## src/rtl/alu_arbiter.sv

```systemverilog
// Round-robin arbiter/sequencer sharing one combinational ALU between R requesters.
// Each operation walks IDLE (accept) -> EXEC (capture ALU result) -> RESP (return to owner).
module alu_arbiter #(
    parameter int N = 8,
    parameter int R = 4,
    localparam int W = (R > 1) ? $clog2(R) : 1
) (
    input  logic             clk,
    input  logic             rst_n,
    input  logic [R-1:0]     req_valid,
    output logic [R-1:0]     req_ready,
    input  logic [R*N-1:0]   req_a,
    input  logic [R*N-1:0]   req_b,
    input  logic [R*3-1:0]   req_op,
    output logic [R-1:0]     rsp_valid,
    input  logic [R-1:0]     rsp_ready,
    output logic [N-1:0]     rsp_y,
    output logic             rsp_carry,
    output logic             rsp_zero,
    output logic             rsp_err,
    output logic [W-1:0]     rsp_id,
    output logic [N-1:0]     alu_a,
    output logic [N-1:0]     alu_b,
    output logic [2:0]       alu_op,
    input  logic [N-1:0]     alu_y,
    input  logic             alu_carry,
    input  logic             alu_zero
);

    typedef enum logic [1:0] {IDLE, EXEC, RESP} state_t;

    state_t         state_reg;
    logic [W-1:0]   ptr_reg;
    logic [W-1:0]   owner_reg;
    logic [N-1:0]   a_reg;
    logic [N-1:0]   b_reg;
    logic [2:0]     op_reg;
    logic [N-1:0]   y_reg;
    logic           carry_reg;
    logic           zero_reg;
    logic           err_reg;

    logic [N-1:0]   a_arr   [R];
    logic [N-1:0]   b_arr   [R];
    logic [2:0]     op_arr  [R];
    logic [W:0]     sum_arr [R];
    logic [W-1:0]   cand    [R];
    logic           found;
    logic [W-1:0]   winner;
    logic [W-1:0]   ptr_next;

    // cand[k] is the requester index k places after ptr, wrapped modulo R.
    for (genvar gi = 0; gi < R; gi++) begin : g_req
        assign a_arr[gi]   = req_a[gi*N +: N];
        assign b_arr[gi]   = req_b[gi*N +: N];
        assign op_arr[gi]  = req_op[gi*3 +: 3];
        assign sum_arr[gi] = {1'b0, ptr_reg} + (W+1)'(gi);
        assign cand[gi]    = (sum_arr[gi] >= (W+1)'(R)) ? W'(sum_arr[gi] - (W+1)'(R))
                                                        : sum_arr[gi][W-1:0];
        assign req_ready[gi] = rst_n && (state_reg == IDLE) && found && (winner == W'(gi));
        assign rsp_valid[gi] = (state_reg == RESP) && (owner_reg == W'(gi));
    end

    // Scan from the far end so the candidate closest to ptr is the last one written.
    always_comb begin
        found  = 1'b0;
        winner = '0;
        for (int k = R - 1; k >= 0; k--) begin
            if (req_valid[cand[k]]) begin
                found  = 1'b1;
                winner = cand[k];
            end
        end
    end

    assign ptr_next = (owner_reg == W'(R - 1)) ? '0 : owner_reg + W'(1);

    always_ff @(posedge clk) begin
        if (!rst_n) begin
            state_reg <= IDLE;
            ptr_reg   <= '0;
            owner_reg <= '0;
            a_reg     <= '0;
            b_reg     <= '0;
            op_reg    <= '0;
            y_reg     <= '0;
            carry_reg <= 1'b0;
            zero_reg  <= 1'b0;
            err_reg   <= 1'b0;
        end else begin
            case (state_reg)
                IDLE: begin
                    if (found) begin
                        a_reg     <= a_arr[winner];
                        b_reg     <= b_arr[winner];
                        op_reg    <= op_arr[winner];
                        owner_reg <= winner;
                        state_reg <= EXEC;
                    end
                end
                EXEC: begin
                    if (op_reg[2:1] == 2'b11) begin
                        y_reg     <= '0;
                        carry_reg <= 1'b0;
                        zero_reg  <= 1'b1;
                        err_reg   <= 1'b1;
                    end else begin
                        y_reg     <= alu_y;
                        carry_reg <= alu_carry;
                        zero_reg  <= alu_zero;
                        err_reg   <= 1'b0;
                    end
                    state_reg <= RESP;
                end
                RESP: begin
                    if (rsp_ready[owner_reg]) begin
                        ptr_reg   <= ptr_next;
                        state_reg <= IDLE;
                    end
                end
                default: state_reg <= IDLE;
            endcase
        end
    end

    assign alu_a     = a_reg;
    assign alu_b     = b_reg;
    assign alu_op    = op_reg;
    assign rsp_y     = y_reg;
    assign rsp_carry = carry_reg;
    assign rsp_zero  = zero_reg;
    assign rsp_err   = err_reg;
    assign rsp_id    = owner_reg;

endmodule

```

## config.mk

```make
export PLATFORM = sky130hd
export DESIGN_NAME = alu_arbiter
export DESIGN_NICKNAME = d
export VERILOG_FILES = /design/src/rtl/alu_arbiter.sv
export SDC_FILE = /design/constraint.sdc
export NUM_CORES = 1
export LEC_CHECK = 0
export ABC_AREA = 1
export BUFFER_PORTS_ARGS = -buffer_cell sky130_fd_sc_hd__buf_2
export CORE_UTILIZATION = 48
export CTS_CLUSTER_SIZE = 12
export DETAILED_ROUTE_END_ITERATION = 7
export PLACE_DENSITY = 0.83
export SYNTH_ARGS = -nofsm -noshare
export SYNTH_HDL_FRONTEND = slang
export SYNTH_SLANG_ARGS = --single-unit
```

## constraint.sdc

```tcl
create_clock -name clk -period 3.7 [get_ports clk]
set_input_delay 0.37 -clock clk [delete_from_list [all_inputs] [get_ports clk]]
set_output_delay 0.37 -clock clk [all_outputs]
set_load 0.01 [all_outputs]
```

==> impl_metrics.toml, run 1 <==
[min_path]
hp-start = "alu_zero"
hp-class = "in2reg"
hold-path-endpoint = "rsp_zero$_SDFFE_PN0N_"
hold_path_depth = 3

[yosys]
synth.area.top_cells = "dfxtp_1 (29%), nand2_1 (24%), nand3_1 (9.2%)"
synth_top_area_share_pct = 29.3
synthDistinctLibCells = 28
synth_area_sq_mm = 0.00246
ys_ff_latch = 36
yosys_warnings = 0
yosysSeqAreaShare_pct = 29.3
avgSynthCellArea_sq_um = 6.08
synth_top_cell_by_area = "dfxtp_1"
synth_cells = 404
synthesis.nets = 504

[timing]
setup_viol = 0
timing.final.crit_share_pct = 81.7
slew_headroom_pct = 44.3
grt_setup_unrepaired = "false"
finClkSkew_ns = 0.00562
setup_tns_ns = 0
holdWs_ns = 0.309
drv_slew = 0
worstMarginPinSlew_ns = 0.836
timing_hold_violations_final = 0
max_freq_ghz = 0.331
finalCriticalPeriod_ns = 3.02

[power]
ir_worst_vdd_mv = 0.296
totalPowerFinal_mw = 1.62
comb_power_share_pct = 46.1
power_density_mw_per_mm2 = 502
p_leak_nw = 1.91
p_seq_share_pct = 32.6
p_sw_share_pct = 41.5
intPower_mw = 0.945
power.share.clock_pct = 21.4
power.switching_mw = 0.670

[clock_tree]
clkLatencyLatePin_ns = 0.29
clockBufferDepth = 2
post_cts_resized = 0
clkTransAtPathRegs_ns = 0.07
cts.sinks = 36
cts_root_buffer = "clkbuf_8"
hold_buffers = 0
cts_buffers = 5
cts_tree = "built"
htree_levels = 2
cts_setup_buffers = 0

[grt]
gr-total-overflow = 0
grt.total_usage_pct = 26.4
grt_first_pass_wirelength_mm = 11.1
antenna_found_initial = 0
grt_max_degree = 45
first_global_vias = 2694

[die]
die_x_um = 73.5
core_area_sq_mm = 0.00482
initial_core_util_pct = 51.0
dieHeight_um = 73.5
die_area_sq_mm = 0.00541
rows = 25
io_pins = 136

[routing]
first_pass_iters = 4
drtIter0Drc = 136
postRouteAntennaNets = 0
via_count = 2921
routedWlPerCell_um = 11.7
post_drt_via_cell_ratio = 4.90
drt_wl_total_mm = 6.96
drc = 0

[finish]
fin_nets = 628
instances_no_fill = 596
diodes = 0
final_common_cell = "nand2_1"
final_cell_mix = "nand2_1 (160), buf_2 (135), nand3_1 (45), inv_1 (42), dfxtp_1 (36)"
area_delta_synth_final_pct = 30.9
layout-drive-gt1-share_pct = 30.6

[placement]
io_buffers = 135
place_inst = 588
hpwl_mm = 5.18
gp_congestion = 0.911

[critical_path]
r2r_start = "ptr_reg[0]$_SDFFE_PN0P_"
worst-endpoint-arrival_ns = 2.65
cp_data_required_time_ns = 3.33
r2r_end = "alu_a[2]$_SDFFE_PN0P_"
path_class = "reg2out"
r2r_slack_ns = 1.24
r2r_cells = 15
crit_fanout = 44
startpoint_type = "flip-flop"
end_kind = "output pin"

[flow_run]
max_cap_viol_count = 0

[outcome]
run_status = "completed"
-- per-stage QoR --
stage               area, sq um  util (%)  setup WS [ns]
floorplan                  2460         -           1.70
global placement           3110      64.5           1.16
detailed placement         3110      64.5           1.01
CTS                        3220      66.8          0.680
global route               3220      66.8          0.440
finish                     3220      66.8          0.676
-- critical path: stages (launching register included) --
cell,delay (ns)
dfxtp_1,0.57
nand2_1,0.10
nand2_1,0.14
nand2_2,0.09
nand2_2,0.08
nor2_2,0.05
nor2_2,0.13
nand2_4,0.24
nand2_4,0.45
inv_1,0.14
nor3_1,0.20
buf_2,0.16
-- Yosys cell counts (all sizes together) --
cell	count
nand4	3
o22a	1
buf	17
clkbuf	3
a211oi	1
nand3	45
nor2	35
or2	1
o21ai	8
inv	45
nand2	168
o22ai	2
ha	4
a21oi	6
nand3b	16
dfxtp	36
nor3	4
a22oi	9
-- kinds of logic (layout without fill, tap and decap cells) --
kind of cell	count (synthesis)	after routing	share of synthesized area, %
flops	36	36	29.3
compound gates	27	27	6.93
buf+inv	65	190	12.1
fa+ha+maj	4	4	2.04
simple gates	272	272	49.6
-- power groups by stage --
stage               registers (mW)  logic [mW]  clock network, mW
floorplan                    0.560       0.509                  0
global placement             0.530       0.726                  0
detailed placement           0.531       0.745                  0
CTS                          0.525       0.748              0.350
global route                 0.535       0.838              0.366
finish                       0.526       0.744              0.345
-- worst max path at each step --
stage | startpoint | to | slack [ns] | cells past startpoint
after floorplan | ptr_reg[0]$_SDFFE_PN0P_ | req_ready[0] | 1.70 | 14
after global placement | ptr_reg[0]$_SDFFE_PN0P_ | req_ready[3] | 1.16 | 11
after detailed placement | ptr_reg[0]$_SDFFE_PN0P_ | req_ready[3] | 1.01 | 11
after CTS | ptr_reg[0]$_SDFFE_PN0P_ | req_ready[3] | 0.68 | 11
after global routing | ptr_reg[0]$_SDFFE_PN0P_ | req_ready[3] | 0.44 | 11
final | ptr_reg[0]$_SDFFE_PN0P_ | req_ready[3] | 0.68 | 11
-- cell type report --
cell class / count / area, sq um
fillers: 471 / 1600
multi-input cells: 303 / 1440
flip-flops and latches: 36 / 721
repair buffers: 137 / 691
inverters: 45 / 174
well taps: 67 / 83.8
clock buffers: 6 / 72.6
clock inverters: 2 / 35.0
-- routing by layer --
metal	GRT usage [%]	wire length, um
met3	6.58	488
met4	8.33	104
met2	49.3	3430
met5	0	0
met1	29.1	2940
Note: power is estimated with default switching activity, not from simulation.
==> run 2, diff against run 1 <==
ABC_AREA = 0   (was 1)
CORE_UTILIZATION = 42   (was 48)
PLACE_DENSITY = 0.77   (was 0.83)
clock period = 2.9 ns   (was 3.7 ns; I/O delays follow)
==> run 2 against run 1 <==
Effect of this change: routed wire length shrank 17%; clock skew grew 0.00085 ns; critical endpoint is now req_ready[1]; sequential share of layout area grew 3.0 points; non-clock buffer count shrank 1; via count shrank 23%; global-route usage shrank 3.1 points; register-to-register slack lost 0.24 ns; cell area shrank 12%.
==> impl_metrics.toml, run 2 <==
[die]
io_pins = 136
dieHeight_um = 72.2
die_x_um = 72.2
rows = 25
initial_core_util_pct = 43.8
core_area_sq_mm = 0.00472
die_area_sq_mm = 0.00521

[power]
p_leak_nw = 1.45
totalPowerFinal_mw = 1.32
ir_worst_vdd_mv = 0.280
power_density_mw_per_mm2 = 465

[yosys]
synthesis.nets = 338
yosysSeqAreaShare_pct = 34.8
synth_top_area_share_pct = 34.8
synth-edff-count = 0
synthDistinctLibCells = 34
yosys_warnings = 0
synth_cells = 238
synth_top_cell_by_area = "dfxtp_1"
ys_ff_latch = 36
synth_area_sq_mm = 0.00207
synth.area.top_cells = "dfxtp_1 (35%), mux2i_1 (12%), a21boi_0 (6.2%)"
yosysMostFrequentCell = "dfxtp_1"
avgSynthCellArea_sq_um = 8.70
synth_top_flop_cell = "dfxtp_1"
async_reset_ff_share_pct = 0
synth_commonest_cells = "dfxtp_1 (36), mux2i_1 (25), nand2_1 (22), nor2_1 (18), a21boi_0 (17)"

[critical_path]
worst-endpoint-arrival_ns = 1.98
critPathTopFamily = "simple AND/OR/NAND/NOR gates"
r2r_start = "state_reg[1]$_SDFFE_PN0P_"
path_class = "reg2out"
crit_slowest_cell = "or4b_4"
crit_fanout = 34
end_kind = "output pin"
path_cells = "nor2b_1 -> or4b_4 -> and2_4 -> nor2_1 -> buf_2"
crit_path_max_incr_delay_ns = 0.65
r2r_slack_ns = 1.00
cp.depth = 5
worstPathBufferInverterCount = 1
crit_path_end = "req_ready[1]"
crit_start = "ptr_reg[0]$_SDFFE_PN0P_"
startpoint_type = "flip-flop"
cp_data_required_time_ns = 2.61
r2r_cells = 4
r2r_end = "alu_a[4]$_SDFFE_PN0P_"

[timing]
max_freq_ghz = 0.441
finClkSkew_ns = 0.00647
holdWs_ns = 0.234
timing_hold_violations_final = 0
finalCriticalPeriod_ns = 2.27
timing.final.crit_share_pct = 78.2
setup_tns_ns = 0
drv_slew = 0
slew_headroom_pct = 47.1
worstMarginPinSlew_ns = 0.794
setup_viol = 0
grt_setup_unrepaired = "false"

[grt]
gr-total-overflow = 0
grt.total_usage_pct = 23.3
first_global_vias = 2197
antenna_found_initial = 0
grt_max_degree = 35
grt_first_pass_wirelength_mm = 9.47

[finish]
layout-drive-gt1-share_pct = 41.2
final_core_util_pct = 60.0
area_delta_synth_final_pct = 36.9
final_cell_mix = "buf_2 (135), dfxtp_1 (36), mux2i_1 (25), nand2_1 (22), nor2_1 (18)"
multi_input_area_sq_mm = 0.00124
final_common_cell = "buf_2"
nFillCells = 432
fin_nets = 463
ff_latch_area_sq_um = 721
instances_no_fill = 431
diodes = 0

[routing]
drt_wl_total_mm = 5.79
via_count = 2245
routedWlPerCell_um = 13.4
drc = 0
postRouteAntennaNets = 0
drtIter0Drc = 120
post_drt_via_cell_ratio = 5.21
first_pass_iters = 6

[flow_run]
max_cap_viol_count = 0

[clock_tree]
cts.sinks = 36
htree_levels = 2
clkTransAtPathRegs_ns = 0.07
cts_buffers = 5
hold_buffers = 0
cts_setup_buffers = 0
cts_root_buffer = "clkbuf_8"
post_cts_resized = 0
clockBufferDepth = 2
clkLatencyLatePin_ns = 0.29
cts_tree = "built"

[min_path]
hp-start = "alu_y[3]"
hp-class = "in2reg"

[placement]
hpwl_mm = 4.41
gp_congestion = 0.788
place_inst = 423
io_buffers = 135

[outcome]
run_status = "completed"
[run 2: cell types whose count changed after synthesis, moves of 6 or more]
| cell | change |
|---|---|
| buf_2 | -8 |
| nand3_1 | -42 |
| nor2_1 | -12 |
| nand2_1 | -138 |
| o21ai_1 | +7 |
| inv_1 | -39 |
| nand3b_1 | -16 |
| and3_1 | +16 |
| mux2i_1 | +25 |
| a21boi_0 | +17 |
| clkbuf_1 | +9 |
| nor2b_1 | +6 |
| o211ai_1 | +16 |
[run 2: cell type report]
type                            instances  share of cell area (%)
Tap cell                               67                    2.96
Clock inverter                          1                   0.265
Timing Repair Buffer                  136                    24.1
Inverter                                4                   0.530
Sequential cell                        36                    25.4
Clock buffer                            7                    3.05
Multi-Input combinational cell        180                    43.6
[run 2: per-stage QoR]
stage               worst slack, ns  cell area, sq um
finish                        0.633              2830
global route                  0.499              2830
CTS                           0.626              2830
detailed placement            0.763              2740
global placement              0.834              2740
floorplan                      1.01              2070
[run 2: layer usage]
layer  GRT usage [%]  vias up  routed length, um  part of all wire, %
met5               0        -                  0                    0
met4            10.5        0                132                  2.3
met3            6.11       15                448                  7.7
met2            39.7      104               2730                   47
met1            27.5     1021               2480                   43
li1                -     1105                  -                    -
[run 2: worst register-to-register path, stage by stage, from the launching register on]
cell and delay [ns]:
dfxtp_1 0.37, a2111oi_4 0.51, o311a_1 0.58, o21ai_0 0.22, o211ai_1 0.14
[run 2: power breakdown]
group          leakage (nW)  switching [mW]  internal, mW
logic                  1.11           0.189         0.174
registers             0.296          0.0358         0.551
clock network        0.0445           0.175         0.193
[run 2: logic make-up after synthesis]
family	Yosys count	share of synthesized area [%]
AND/OR/NAND/NOR	78	19.3
AO/OA/AOI/OAI	72	24.8
flip-flops	36	34.8
multiplexers	26	13.2
buffers and inverters	22	5.44
adder cells (fa/ha/maj)	4	2.42
[run 2: worst min path at each step]
| stage | depth (start not counted) | slack, ns | end |
|---|---|---|---|
| floorplan | 2 | 0.42 | rsp_zero$_SDFFE_PN0N_ |
| global placement | 2 | 0.46 | alu_b[6]$_SDFFE_PN0P_ |
| detailed placement | 2 | 0.47 | ptr_reg[0]$_SDFFE_PN0P_ |
| CTS | 3 | 0.22 | rsp_y[3]$_SDFFE_PN0N_ |
| global route | 3 | 0.24 | rsp_y[6]$_SDFFE_PN0N_ |
| finish | 3 | 0.23 | rsp_y[3]$_SDFFE_PN0N_ |
